[src/rtl/alu_loader_pkg.sv]
// Shared types and constants for the ALU operand loader.
// The state encoding doubles as the stage LED value.
package alu_loader_pkg;

   typedef enum logic [1:0] {
      LOAD_A  = 2'd0,
      LOAD_B  = 2'd1,
      LOAD_OP = 2'd2,
      SHOW    = 2'd3
   } state_e;

   localparam int DEBOUNCE_CYCLES_DEFAULT = 250000;

endpackage

[src/rtl/button_debouncer.sv]
// Turns a raw asynchronous push button into a single-cycle press pulse:
// 2-FF synchronizer, stable-count debouncer, rising-edge detect.
module button_debouncer #(
   parameter int DEBOUNCE_CYCLES = 4
) (
   input  logic clk,
   input  logic reset,
   input  logic btn_raw,
   output logic pulse
);

   // The counter only ever holds 0..DEBOUNCE_CYCLES-1; the would-be
   // terminal value is where the level flips and the count restarts.
   localparam int CW = (DEBOUNCE_CYCLES > 1) ? $clog2(DEBOUNCE_CYCLES) : 1;
   localparam logic [CW-1:0] CNT_LAST = CW'(DEBOUNCE_CYCLES - 1);

   logic          sync1_q, sync1_d;
   logic          sync2_q, sync2_d;
   logic          level_q, level_d;
   logic          level_prev_q, level_prev_d;
   logic [CW-1:0] cnt_q, cnt_d;

   always_comb begin
      sync1_d      = btn_raw;
      sync2_d      = sync1_q;
      level_d      = level_q;
      level_prev_d = level_q;
      cnt_d        = '0;
      if (sync2_q != level_q) begin
         if (cnt_q == CNT_LAST) begin
            level_d = ~level_q;
         end else begin
            cnt_d = cnt_q + CW'(1);
         end
      end
   end

   assign pulse = level_q & ~level_prev_q;

   always_ff @(posedge clk) begin
      if (reset) begin
         sync1_q      <= 1'b0;
         sync2_q      <= 1'b0;
         level_q      <= 1'b0;
         level_prev_q <= 1'b0;
         cnt_q        <= '0;
      end else begin
         sync1_q      <= sync1_d;
         sync2_q      <= sync2_d;
         level_q      <= level_d;
         level_prev_q <= level_prev_d;
         cnt_q        <= cnt_d;
      end
   end

endmodule

[src/rtl/alu_operand_loader.sv]
// Steps through operand A, operand B and opcode entry from board switches,
// one debounced "next" press per stage; "clear" aborts and zeroes everything.
module alu_operand_loader
   import alu_loader_pkg::*;
#(
   parameter int WIDTH           = 8,
   parameter int DEBOUNCE_CYCLES = DEBOUNCE_CYCLES_DEFAULT
) (
   input  logic             clk,
   input  logic             reset,
   input  logic [WIDTH-1:0] switches,
   input  logic             btn_next,
   input  logic             btn_clear,
   output logic [WIDTH-1:0] a,
   output logic [WIDTH-1:0] b,
   output logic [3:0]       alu_control,
   output logic [1:0]       stage,
   output logic             result_valid
);

   logic next_pulse, clear_pulse;

   button_debouncer #(.DEBOUNCE_CYCLES(DEBOUNCE_CYCLES)) u_next_db (
      .clk     (clk),
      .reset   (reset),
      .btn_raw (btn_next),
      .pulse   (next_pulse)
   );

   button_debouncer #(.DEBOUNCE_CYCLES(DEBOUNCE_CYCLES)) u_clear_db (
      .clk     (clk),
      .reset   (reset),
      .btn_raw (btn_clear),
      .pulse   (clear_pulse)
   );

   state_e           state_q, state_d;
   logic [WIDTH-1:0] a_q, a_d, b_q, b_d;
   logic [3:0]       op_q, op_d;
   logic             valid_q, valid_d;

   always_comb begin
      state_d = state_q;
      a_d     = a_q;
      b_d     = b_q;
      op_d    = op_q;
      // Clear outranks a coincident next press.
      if (clear_pulse) begin
         state_d = LOAD_A;
         a_d     = '0;
         b_d     = '0;
         op_d    = '0;
      end else if (next_pulse) begin
         case (state_q)
            LOAD_A:  begin a_d  = switches;      state_d = LOAD_B;  end
            LOAD_B:  begin b_d  = switches;      state_d = LOAD_OP; end
            LOAD_OP: begin op_d = switches[3:0]; state_d = SHOW;    end
            default: state_d = LOAD_A;
         endcase
      end
      valid_d = (state_d == SHOW);
   end

   always_ff @(posedge clk) begin
      if (reset) begin
         state_q <= LOAD_A;
         a_q     <= '0;
         b_q     <= '0;
         op_q    <= '0;
         valid_q <= 1'b0;
      end else begin
         state_q <= state_d;
         a_q     <= a_d;
         b_q     <= b_d;
         op_q    <= op_d;
         valid_q <= valid_d;
      end
   end

   assign a            = a_q;
   assign b            = b_q;
   assign alu_control  = op_q;
   assign stage        = state_q;
   assign result_valid = valid_q;

endmodule

[config.mk]
export PLATFORM = sky130hd
export DESIGN_NAME = alu_operand_loader
export DESIGN_NICKNAME = d
export VERILOG_FILES = /design/src/rtl/alu_loader_pkg.sv /design/src/rtl/button_debouncer.sv /design/src/rtl/alu_operand_loader.sv
export SDC_FILE = /design/constraint.sdc
export NUM_CORES = 1
export LEC_CHECK = 0
export CORE_MARGIN = 5
export CORE_UTILIZATION = 50
export DETAILED_ROUTE_END_ITERATION = 10
export PLACE_DENSITY = 0.79
export SLEW_MARGIN = 10
export SYNTH_ARGS = -nofsm -noshare
export SYNTH_HDL_FRONTEND = slang
export SYNTH_HIERARCHICAL = 1
export SYNTH_SLANG_ARGS = --single-unit
[constraint.sdc]
create_clock -name clk -period 1.7 [get_ports clk]
set_input_delay 0.17 -clock clk [delete_from_list [all_inputs] [get_ports clk]]
set_output_delay 0.17 -clock clk [all_outputs]
set_load 0.1 [all_outputs]
== After elaboration in Yosys (flattened, before gate mapping) ==
Index checks and enable logic that the tools add are counted.
Operators by class
  equal/unequal tests: 7
  bitwise logic cells: 8
  reduce and logical (&&, ||, !) cells: 9
  $add $sub $neg: 2
  multiplexer cells: 3
Operators with widths (number)
  adder 18 x 1 -> 18 bit, second input constant: 2
  == test 18 bit, second input constant: 2
  AND reduction 2 bit: 5
  inverter 1 bit: 6
  case mux 2 bit (3 select lines): 1
  OR reduction 3 bit: 2
  == test 2 bit, second input constant: 2
  two-way mux 2 bit: 2
  AND 1 bit: 2
  == test 2 x 1 -> 1 bit, second input constant: 1
  zero test 2 bit: 1
  != test 1 bit: 2
  OR reduction 2 bit: 1
Word-level totals
  bits of input ports: 12
  logic and storage cells: 44
  flip-flop bits (word level): 67
  output and inout bits: 23

== Logic depth before layout (Yosys ltp) ==
Gate-level depths: netlist (run 1).
  word-level depth: 5
  gate-level depth with buffers: 6
  depth with buffers taken out: 5

== By module ==
Netlist (run 1), hierarchy kept.
By module, submodules not included
  button_debouncer: area each 1011.0 um^2, instances 2, cells each 106, seq. area each 440.4 um^2
  alu_operand_loader: area each 1161.1 um^2, instances 1, cells each 110, seq. area each 460.4 um^2

== Worst setup path before layout (run 1) ==
Ideal clock, no wire load.
  path type: reg2reg
  start point: reg state_q[0], in the netlist stage[0]
  end point: reg valid_q, in the netlist result_valid
  data arrival time: 1.910 ns
  path slack: -0.330 ns
  cell stages (with the launch flop): 7
  required time: 1.580 ns
  cells stage by stage: dfxtp_1 inv_1 ha_1 buf_4 buf_6 o211ai_1 a21oi_2
Between the ends
  word-level cells in the longest chain between the ends: 5
Ends and longest elaborated chain
  from (decl): line alu_operand_loader.sv:37  | state_e state_q, state_d;
  from (signal assigned): line alu_operand_loader.sv:72  | state_q <= state_d;
  == test 2 bit, or another cell as far along: line alu_operand_loader.sv:54  | case (state_q)
  case mux 2 bit (3 select lines): line alu_operand_loader.sv:54
  two-way mux 2 bit *: line alu_operand_loader.sv:53  | end else if (next_pulse) begin
  two-way mux 2 bit *: line alu_operand_loader.sv:48  | if (clear_pulse) begin
  == test 2 bit *: line alu_operand_loader.sv:61  | valid_d = (state_d == SHOW);
  to (signal assigned): line alu_operand_loader.sv:76  | valid_q <= valid_d;
  to (decl): line alu_operand_loader.sv:40  | logic valid_q, valid_d;
Mark *: on every way between the ends. The rest lies on a longest branch, timed or not.
A chain may end at the register's enable or synchronous reset.

== Worst setup path in the final report (run 1) ==
  start point: reg u_clear_db.cnt_q[10]
  end point: reg u_clear_db.cnt_q[17]
Between the ends
  word-level cells in the longest chain between the ends: 2
Ends and longest elaborated chain
  from (decl): line button_debouncer.sv:21  | logic [CW-1:0] cnt_q, cnt_d;
  from (signal assigned): line button_debouncer.sv:52  | cnt_q <= cnt_d;
  branches (longest 2 deep; another with adder 18 x 1 -> 18 bit)
Parallel ways; which one is timed is not known.

==> results summary, run 1 <==
The flow ran to the end, and the final reports show no timing, DRC or antenna violations. STA classifies the critical path endpoint as a flop. Synthesis produced a netlist with a net count of 339.

The family with the most delay on the worst path is simple AND/OR/NAND/NOR gates. VDD sags by at most 0.5995 mV. Routability-driven placement finished with a final weighted congestion of 0.8544. The total of hold buffers inserted after clock tree synthesis is 0. The leakage power came out at between 1 and 1.5 nW. The clock period could shrink to 1.594 ns. Data on the critical path is required at its endpoint by roughly 2.0 ns. The maximum net fanout on the critical path came out at 6.

The wire length of the first global-routing pass came out at around 11000 um. The share of synthesized area occupied by flip-flops and latches came out at between 40% and 50%. The routed design has 6020 um of wire.

The share of post-route cells with drive strength above 1 came out at 26.02%. The critical path is of the flop to flop type. The floorplan step defined a core boundary enclosing 0.006277 mm^2. The worst-skew pair later-pin latency came out at 0.35 ns. The floorplan step set the die width to between 80 and 90 um. The initial antenna violation count came out at 0.

Counting distinct cell types in the post-synthesis netlist gives 37. The register-to-register setup slack came out at 0.11 ns. In the synthesized netlist the async set-or-reset flop fraction comes to 0%. The maximum achievable frequency is 0.6275 GHz. The average routed wire per standard cell is between 10 and 15 um. The end of the worst register-to-register path is u_clear_db/cnt_q[17]. The arrival time reported for the critical path endpoint came out at 1.87 ns. The effective utilization at floorplan came out at 50.71%. The overall track demand over capacity in global routing came out at 15.58%. The starting DRC count in detailed routing came out at 84. The peak per-stage delay on the critical path is 0.49 ns. The number of cell rows is 29. Once the clock tree was built, the setup fixing pass inserted 0 buffers. The worst clock skew is 0.009209 ns.

The headroom to the max-slew limit came out at 75.23%. The hold-critical path depth came out at 2. The transition at the pin with the smallest max-transition slack is 0.3715 ns. The dominant register cell in the synthesized netlist is sky130_fd_sc_hd__dfxtp_1. Setup violations remaining at the end of the flow were counted as 0.

The floorplan die height is between 80 and 90 um. The area enclosed by the die boundary is 0.008061 mm^2. The number of H-tree branching levels is 3. The largest net degree at the start of global routing came out at between 40 and 50. The average instance in the mapped netlist occupies 9.885 um^2. The placed wire-length estimate is around 4200 um. In the synthesized netlist, the number of instances is 322. After layout, the design draws a total of approximately 3.3 mW. The worst path meets setup with 0.1064 ns of slack. In this run the critical register-to-register path is launched from u_clear_db/cnt_q[10]. Compared with the post-synthesis result, the final layout area differs by 19.03%. The final-report max-slew violation count came out at 0. The slowest stage of the critical path belongs to the cell sky130_fd_sc_hd__or4b_1. The area of the mapped netlist is around 0.0032 mm^2.

Traced cell by cell, the critical path runs through and4_1 -> nand3_1 -> or4b_1 -> a21oi_1. The number of antenna diodes came out at 0. The number of warnings issued by yosys is 6. TritonCTS built the clock tree. After routing, the total negative slack on setup checks comes to 0 ns.

The clock transition at the registers of the reported paths is 0.08 ns. The pre-CTS setup slack came out at 0.1070 ns. The number of nets with antenna violations after routing is 0.

The number of cells on the worst reg-to-reg path is 4. The worst hold path begins at btn_next. The buffering stage count on the worst path with inverters included came out at 0.

The worst hold path terminates at u_next_db/sync1_q. The count of vias placed by the detailed router came out at about 2400. At the end of the flow, the number of nets in the layout was 381. The count of filler cells inserted in the layout is around 530. The worst setup path is launched from a flop.

The port buffer count is 34. The flip-flop and latch count after synthesis is 67. The post-cts repair resize count came out at 0. The total grt overflow is 0. The number of synthesized flops with an enable pin is 0. Setup repair after global routing left no endpoint under its margin. After detailed routing, the number of remaining DRC violations is 0. The sink count of the clock tree came out at 67.

The number of buffers on the longest clock path is 2. The final critical path takes up about 94% of the cycle. The via count of the first global-routing pass came to 2321.

In this run, CTS created clock tree buffers numbering 9. In this run the count of I/O pins placed on the die edge is 35. For this design the ratio of total power to cell area is ~870 mW/mm^2. The classification of the worst-slack hold path is input pin to flop. The ratio of routed vias to standard cells is 5.316. The root buffer selected by CTS is sky130_fd_sc_hd__clkbuf_8. The number of iterations in the first detailed-routing pass came out at 4. The final hold violation count is 0. The max-cap check violation count is 0.
final cells by class:
cell class / count / area [um^2] / share of cell area (%)
tap: 77 / 96.34 / 2.543
multi-input combinational: 228 / 1637 / 43.20
clock buffer: 10 / 137.6 / 3.633
clock inverter: 6 / 112.6 / 2.972
sequential: 67 / 1345 / 35.50
inverter: 6 / 22.52 / 0.5945
timing repair buffer: 52 / 437.9 / 11.56
sequential cells by signal (all words and copies together), names as in the netlist:
name and count:
a 8, alu_control 4, b 8, result_valid 1, stage 2, u_clear_db/cnt_q 18, u_clear_db/level_prev_d 1, u_clear_db/level_prev_q 1
u_clear_db/sync1_q 1, u_clear_db/sync2_q 1, u_next_db/cnt_q 18, u_next_db/level_prev_d 1, u_next_db/level_prev_q 1, u_next_db/sync1_q 1, u_next_db/sync2_q 1
layout by cell type, fill, tap and decap left out, drive strengths merged, types with 2 or more instances in the layout:
| cell type | instances |
|---|---|
| a21bo | 20 |
| a21oi | 25 |
| and2 | 2 |
| and3 | 2 |
| and4 | 6 |
| buf | 41 |
| bufinv | 3 |
| clkbuf | 10 |
| clkdlybuf4s50 | 11 |
| clkinv | 3 |
| dfxtp | 67 |
| ha | 5 |
| inv | 6 |
| mux2 | 2 |
| nand2 | 12 |
| nand3 | 32 |
| nand4 | 12 |
| nor2 | 41 |
| nor2b | 10 |
| nor3 | 4 |
| nor4 | 6 |
| nor4b | 4 |
| o41ai | 6 |
| or4b | 4 |
| xnor2 | 14 |
| xor2 | 16 |
worst max path at each step:
| stage | slack, ns | cells after the start | startpoint | to |
|---|---|---|---|---|
| floorplan | 0.03 | 6 | stage[0] | result_valid |
| global placement | 0.16 | 4 | u_next_db/cnt_q[0] | u_next_db/level_prev_d |
| detailed placement | 0.11 | 4 | u_clear_db/cnt_q[10] | u_clear_db/level_prev_d |
| CTS | 0.08 | 4 | u_clear_db/cnt_q[6] | u_clear_db/level_prev_d |
| global route | 0.004 | 4 | u_clear_db/cnt_q[10] | u_clear_db/cnt_q[15] |
| finish | 0.11 | 4 | u_clear_db/cnt_q[10] | u_clear_db/cnt_q[17] |
layer usage:
| metal | track usage [%] | part of all wire, % | vias up |
|---|---|---|---|
| met1 | 19.43 | 47 | 1099 |
| met5 | 0 | 0 | - |
| met2 | 24.70 | 46 | 39 |
| met4 | 8.690 | 2.0 | 0 |
| met3 | 3.506 | 4.4 | 11 |
| li1 | - | - | 1222 |
worst reg2reg max path, stage by stage (launching register included):
cell and delay, ns:
sky130_fd_sc_hd__dfxtp_1 0.47, sky130_fd_sc_hd__and4_1 0.28, sky130_fd_sc_hd__nand3_1 0.14, sky130_fd_sc_hd__or4b_1 0.49, sky130_fd_sc_hd__a21oi_1 0.14
logic make-up (layout without fill, tap and decap cells):
kind of cell / Yosys count / after routing / synth area share, %
and+or+nand+nor: 137 / 137 / 24.14
DFF: 67 / 67 / 42.14
AOI/OAI and AO/OA: 53 / 53 / 15.76
xor gates and xnor gates: 30 / 30 / 8.255
buffers and inverters: 27 / 74 / 6.722
adders and majority gates: 5 / 5 / 1.965
muxes: 3 / 3 / 1.022
synthesized netlist by cell type (all sizes together), types with 10 or more instances:
library cell  count  area, um^2
nor2b            10       62.56
buf              16       168.9
a21bo            20       200.2
dfxtp            67        1341
nor2             41       153.9
nand4            12       75.07
xor2             16       140.1
a21oi            25       196.4
nand2            12       50.05
xnor2            14       122.6
nand3            32       160.2
power breakdown:
group | switching, mW | total (mW) | leakage, nW | internal, mW
clock network | 0.620 | 1.64 | 0.126 | 1.02
logic | 0.0354 | 0.0744 | 0.621 | 0.0390
registers | 0.00281 | 1.58 | 0.542 | 1.57
total | 0.658 | 3.29 | 1.29 | 2.63
through the flow:
step	cell area, um^2	cells	util, %	hold slack [ns]
after global placement	3523	430	56.13	0.4189
after global routing	3789	446	60.35	0.3606
after detailed placement	3523	430	56.13	0.4310
after floorplan	3186	322	-	0.2416
after CTS	3774	446	60.12	0.3568
final	3789	446	60.35	0.3686
Note: power is estimated with default switching activity, not from simulation.
==> inputs of run 2 (changes only) <==
CORE_UTILIZATION = 49   (was 50)
MAX_ROUTING_LAYER = met4   (was not set)
SYNTH_HIERARCHICAL = not set   (was 1)
==> run 2 against run 1 <==
The flow now finishes with violations (setup timing). Largest cell class unchanged. Combinational power up 2%. Critical path type unchanged. First-iteration DRC count down 18%. Worst setup slack worse by 0.18 ns. Clock skew up 0.00083 ns. Critical endpoint is now u_next_db.level_prev_d. Die area down 11%. Critical path depth unchanged. Utilization up 6.2 points. Area after synthesis down 14%. Maximum frequency down 10%.
==> results summary, run 2 <==
The run finished, with violations left. The final reports fail on setup timing. The share of post-route cells with drive strength above 1 is a little over a quarter. 0 antenna diodes ended up in the layout. For this configuration, the core starts out at a cell density of 49.98%. The least setup slack across all paths after layout came out at -0.07289 ns. The number of warnings issued by yosys came out at 0. The library cell used most frequently in the layout, excluding fill and tap cells, is sky130_fd_sc_hd__dfxtp_1. The pre-CTS setup slack is -0.02241 ns. Wires add up to 5906 um.

The average cell area after synthesis came out at 8.683 um^2. The analysis attributes to cell leakage a power of 1.232 nW. Timing would allow up to 0.5641 GHz. The commonest cells after synthesis are 67 x sky130_fd_sc_hd__dfxtp_1, 44 x sky130_fd_sc_hd__nor2_1, 32 x sky130_fd_sc_hd__nand2_1, 32 x sky130_fd_sc_hd__nand3_1, 26 x sky130_fd_sc_hd__xnor2_1. Setup violations remaining at the end of the flow were counted as 26.

The fraction of the cycle the final worst path needs came out at 104.3%. The die extent in x came out at 84.71 um. The count of vias placed by the detailed router is 2319. The clock tree from TritonCTS is done.

The maximum net fanout on the critical path came out at 3. After floorplanning, the core was sized to cover 0.005473 mm^2. Traced cell by cell, the critical path runs through or4_4 -> or3_4 -> or3_4 -> a21oi_2. The final design utilization is 66.51%. The max-cap check violation count is 0. The fraction of registers with async set or reset after synthesis came out at 0%. The number of nets with antenna violations after routing is 0.

The initial antenna violation count came out at 0. The peak per-stage delay on the critical path is 0.52 ns. The number of buffers on the longest clock path is 2. The final weighted congestion in routability-driven placement is 0.8101. The number of library cell types mapped by synthesis came out at 28. Measured against the total synthesized area, the mux share comes to 0.4117%.

The transition at the pin with the smallest max-transition slack is 0.3820 ns. The tree is rooted in a sky130_fd_sc_hd__clkbuf_8. The average routed wire per standard cell is 12.81 um. sky130_fd_sc_hd__dfxtp_1 is the most common cell in the netlist.

The type of the worst setup path is flop to flop. The arrival time reported for the critical path endpoint is between 2 and 2.5 ns. The first routing iteration left 69 violations.

Of the total synthesized cell area, the portion taken by AND, OR, NAND and NOR gates is 27.86%. Measured against its own limit, the worst slew margin works out to 74.30%. The synthesized netlist devotes approximately 2.3% of its cell area to adder and majority cells.

The floorplan step set the die height to 84.71 um. The via count of the first global-routing pass came to 2268. The worst clock skew is 0.01004 ns. The number of standard cells in the layout, taps in and fillers out is 461.

The final-report max-slew violation count is 0. The placed wire-length estimate came out at between 4000 and 5000 um. The number of cell rows is 27. By area the synthesized netlist is led by sky130_fd_sc_hd__dfxtp_1 49%, sky130_fd_sc_hd__xnor2_1 8.3%, sky130_fd_sc_hd__nor2_1 6.0%, sky130_fd_sc_hd__nand3_1 5.9%, sky130_fd_sc_hd__a21oi_1 4.4%. sky130_fd_sc_hd__dfxtp_1 takes more of the synthesized area than any other cell.

The number of H-tree branching levels is 3. The final hold violation count came out at 0. The dominant register cell in the synthesized netlist is sky130_fd_sc_hd__dfxtp_1. The total power came out at a little under 3 mW. The largest net degree at the start of global routing is 20. The clock transition at the registers of the reported paths came out at 0.07 ns.

The ratio of routed vias to standard cells came out at 5.030. The flip-flop and latch count after synthesis came out at 67. The top cell type's share of synthesized area came out at between 40% and 50%. Setup repair after global routing could not meet its margin everywhere. The power per standard cell area came out at 810.1 mW/mm^2. The floorplan step defined a die boundary enclosing 0.007176 mm^2. At the end of the flow, the number of nets in the layout was about 400. The first detailed-routing pass ran for 4 iterations. The sink count of the clock tree is 67. The worst-skew pair later-pin latency came out at 0.34 ns.

The area of the mapped netlist came out at 0.002735 mm^2. Counting the buffers created by CTS gives 9. The launching element type of the critical path is a flop. The number of synthesized flops with an enable pin is 0. STA classifies the critical path endpoint as a flop.

The overall track demand over capacity in global routing is around 18%. The post-placement cell count came out at ~450. The compound-cell area share of the yosys netlist is 6.999%. The total grt overflow is 0. The final critical path time including I/O delays and setup came out at 1.773 ns. The combinational family with the most area after synthesis is simple AND/OR/NAND/NOR gates.

The number of top-level pins is 35. The port buffer count is 34. The total setup buffers inserted after CTS is 0. The required time of the critical path is 1.98 ns. The residual DRC count came out at 0. The instance count of the mapped netlist came out at 315. The most repeated library cell on the critical path is sky130_fd_sc_hd__or3_4. The synthesis-to-finish area growth is 33.07%.

The share of synthesized area occupied by flip-flops and latches came out at 49.04%. The first global-routing pass estimated 9908 um of wire. The cell with the largest stage delay on the worst path is sky130_fd_sc_hd__or4_4. In the final layout, the registers with the most flip-flops are u_clear_db.cnt_q: 18 flops, u_next_db.cnt_q: 18 flops. The net count after synthesis is 332. IR analysis of the VDD net gives a maximum drop of approximately 0.47 mV. The min-delay analysis places its worst path in the category input pin to flop.

Leaving out fill and tap cells, the most frequent cells in the layout are 61 x sky130_fd_sc_hd__dfxtp_1, 54 x sky130_fd_sc_hd__buf_4, 33 x sky130_fd_sc_hd__nor2_1. The synthesized netlist devotes around a tenth of its cell area to XOR and XNOR gates.
==> run 2: path summary, 6_finish.rpt <==
kind / from / endpoint / slack [ns] / cells after the start
max reg2reg: u_next_db.cnt_q[8] / u_next_db.level_prev_d / -0.07 / 4
max: u_next_db.cnt_q[8] / u_next_db.level_prev_d / -0.07 / 4
min reg2reg: u_clear_db.sync1_q / u_clear_db.sync2_q / 0.43 / 1
min: btn_next / u_next_db.sync1_q / 0.38 / 2
==> run 2: repair_timing <==
action / 4_1_cts / 5_1_grt
setup endpoints to repair: 19 / 33
pin swaps: 0 / 16
hold buffers: 0 / 0
resized for setup: 1 / 27
==> run 2: critical path, delay by kind of cell, from the launching register on <==
kind | cells | cell delay [ns]
AOI/OAI and AO/OA | 1 | 0.11
DFF | 1 | 0.32
and+or+nand+nor | 3 | 1.28
==> run 2: cells by family after synthesis <==
family,count (synthesis)
buffers and inverters,21
muxes,1
AOI/OAI and AO/OA,31
xor gates and xnor gates,32
and+or+nand+nor,158
adders and majority gates,5
DFF,67
==> run 2: per-stage QoR <==
step / TNS, ns / hold slack, ns / cell area [um^2]
after floorplan: -0.2654 / 0.2509 / 2749
after global placement: -0.01625 / 0.4220 / 3341
after detailed placement: -0.1048 / 0.4204 / 3341
after CTS: -0.2787 / 0.3706 / 3541
after global routing: -2.666 / 0.3607 / 3640
final: -0.6148 / 0.3801 / 3640
==> run 2: where the power goes <==
group          switching, mW  internal, mW  leakage, nW  total, mW
registers            0.00324          1.57        0.543       1.58
clock network          0.585         0.710       0.0991       1.29
logic                 0.0359        0.0403        0.589     0.0762
==> run 2: layer usage <==
metal	wire (um)	GRT usage (%)
met3	210	5.299
met4	80	7.914
met2	2996	27.69
met1	2619	20.49
met5	0	-
==> run 2: final cells by class <==
cell class / count / area, um^2
Clock buffer: 11 / 141.4
Multi-Input combinational cell: 227 / 1408
Inverter: 11 / 41.29
Clock inverter: 5 / 52.55
Timing Repair Buffer: 68 / 558.0
Sequential cell: 67 / 1349
Fill cell: 464 / 1833
Tap cell: 72 / 90.09
==> inputs of run 3 (changes only) <==
CORE_UTILIZATION = 40   (was 49)
PLACE_DENSITY = 0.67   (was 0.79)
==> run 3 against run 2 <==
The flow still finishes with violations (setup timing). Total power rose by 4.2%. Maximum frequency is 0.44% higher. Critical endpoint unchanged. Flip-flop and latch count did not move. Sequential power barely moved. Clock-buffer cell count shrank 1. Global-route usage down 3.7 points. Critical path depth did not move. Largest power group unchanged.
==> results summary, run 3 (same netlist as run 2, synthesis figures left out) <==
The maximum achievable frequency came out at roughly 0.57 GHz. The maximum net fanout on the critical path is 3. Global routing consumed, over all layers together, between 10% and 20% of the routing resources. The leakage power is ~1.2 nW. The type of the worst setup path is flop to flop. The launching element type of the critical path is a flop. The number of CTS-inserted buffers came out at 9.

The peak per-stage delay on the critical path came out at 0.52 ns. The worst clock skew came out at 0.01394 ns. The final-report max-slew violation count is 0. The cell with the largest stage delay on the worst path is sky130_fd_sc_hd__or4_4. The effective utilization at floorplan is 40.71%. The average routed wire per standard cell came out at approximately 12 um.

The commonest non-fill, non-tap cell in the layout is sky130_fd_sc_hd__dfxtp_1. The final critical path time including I/O delays and setup is 1.765 ns. Counting both buffers and inverters, the worst setup path holds a total of 0. The largest registers in the layout are u_clear_db.cnt_q: 18 flops, u_next_db.cnt_q: 18 flops. Max-cap violations in this run came to 0. The total power is a little over 3 mW. Measured along the x axis, the die boundary spans 92.69 um.

The port buffer count came out at 34. The register area is ~0.0013 mm^2. The worst-skew pair later-pin latency is 0.34 ns.

The total grt overflow came out at 0. Setup repair after global routing could not meet its margin everywhere. The worst hold path belongs to the class input pin to flop. The headroom to the max-slew limit is 77.15%.

The fraction of the cycle the final worst path needs came out at 103.8%. The number of cell rows came out at 30. The count of filler cells inserted in the layout is 630. The post-detailed-routing wire length came out at approximately 5500 um.

The number of cells on the worst reg-to-reg path came out at 4. The least setup slack across all paths after layout came out at -0.06509 ns. The congestion estimate from routability-driven global placement came to about 0.81. The largest net degree at the start of global routing is 28. The final-stage net count came out at 399. In this run the clock root is driven by a sky130_fd_sc_hd__clkbuf_8.

The most repeated library cell on the critical path is sky130_fd_sc_hd__or3_4. The via count of the first global-routing pass came to between 2000 and 2500. The total setup buffers inserted after CTS is 0. The starting DRC count in detailed routing came out at 64. The transition at the pin with the smallest max-transition slack came out at 0.3395 ns.

The sink count of the clock tree came out at 67. The detail route stage leaves a number of antenna-violating nets equal to 0. The placed wire-length estimate came out at 4017 um. During I/O placement, the number of pins put on the boundary was 35. The initial antenna violation count came out at 0.

The cell family contributing the most delay on the critical path is simple AND/OR/NAND/NOR gates. Including well taps, the total number of placed cells is 451. The die is 92.69 um tall. The final hold violation count is 0. The residual DRC count came out at 0.

TritonCTS built the clock tree. The flow ran to the end, but the final reports show violations. The logic depth of the worst setup path including buffers came out at 4.

The worst ir drop on vdd came out at 0.5180 mV. Once layout is complete, the cells apart from fillers number 466. The number of H-tree branching levels came out at 3. The placeable core area is 0.006719 mm^2.

The worst hold margin is 0.3996 ns. The library cells used most frequently in the layout, excluding fill and tap cells, are 62 x sky130_fd_sc_hd__dfxtp_1, 53 x sky130_fd_sc_hd__buf_4, 44 x sky130_fd_sc_hd__nor2_1. The first global-routing pass estimated 9163 um of wire. The hold-critical path depth came out at 2. The count of vias placed by the detailed router came out at approximately 2300. The checks that failed: setup timing.

For this design the ratio of total power to cell area is approximately 860 mW/mm^2. In the final layout, the multi-input gates occupy 0.001336 mm^2. The total of endpoints with negative setup slack in the final report is 18.

The number of iterations in the first detailed-routing pass is 4. The share of post-route cells with drive strength above 1 is 22.80%. In the routed layout, each cell is associated on average with a via count of 4.843.

The number of buffers on the longest clock path is 2. STA classifies the critical path endpoint as a flop. The required time of the critical path is 1.97 ns. The arrival time reported for the critical path endpoint came out at 2.04 ns. The area enclosed by the die boundary is 0.008591 mm^2. The repair_antennas step left the layout with diodes totalling 0. The synthesis-to-finish area growth came out at 31.20%. The critical path goes through or4_4 -> or3_4 -> or3_4 -> a21oi_2.

The pre-CTS setup slack is -0.03831 ns. The clock transition at the registers of the reported paths is around 0.070 ns.
run 3: cell count changes in the layout (fill, tap and decap cells not counted), sizes merged:
| cell | delta |
|---|---|
| clkinv | -1 |
| clkbuf | -1 |
| buf | -2 |
| bufinv | +1 |
run 3: layout make-up:
cell class / instances / area share [%]
sequential: 67 / 37.55
multi-input combinational: 227 / 37.24
timing repair buffer: 66 / 15.27
clock buffer: 10 / 3.835
tap: 80 / 2.789
clock inverter: 5 / 2.162
inverter: 11 / 1.151
run 3: power breakdown:
part           total (mW)  internal [mW]  switching (mW)
Combinational      0.0711         0.0386          0.0325
Clock                1.42          0.852           0.572
Sequential           1.58           1.57         0.00278
run 3: worst reg2reg max path, delay by kind of cell, from the launching register on:
family | cells | cell delay, ns
AOI/OAI and AO/OA | 1 | 0.11
DFF | 1 | 0.32
and+or+nand+nor | 3 | 1.28
run 3: path summary, 6_finish.rpt:
check             slack (ns)                from                endpoint
setup / recovery       -0.07  u_next_db.cnt_q[9]  u_next_db.level_prev_d
hold / removal          0.40            btn_next       u_next_db.sync1_q
setup reg to reg       -0.07  u_next_db.cnt_q[9]  u_next_db.level_prev_d
hold reg to reg         0.44  u_clear_db.sync1_q      u_clear_db.sync2_q
run 3: repair_timing:
action,in CTS,in global routing
gates resized for setup,0,5
hold buffers,0,0
pin swaps,0,3
endpoints found under the setup margin,18,19
run 3: per-stage QoR:
| step | utilization (%) | setup TNS, ns | cell area [um^2] |
|---|---|---|---|
| after global placement | 49.83 | -0.08095 | 3348 |
| after global routing | 53.41 | -1.294 | 3588 |
| after CTS | 53.04 | -0.6226 | 3563 |
| final | 53.41 | -0.4504 | 3588 |
| after floorplan | - | -0.2654 | 2749 |
| after detailed placement | 49.83 | -0.2973 | 3348 |
run 3: layer usage:
layer | routed length, um | vias to the layer above | share of wire [%] | track usage (%)
li1 | - | 1204 | - | -
met1 | 2619 | 1016 | 48 | 16.59
met3 | 210 | 12 | 3.8 | 3.981
met2 | 2515 | 25 | 46 | 20.85
met4 | 111 | 0 | 2.0 | 7.692
met5 | 0 | - | 0 | -
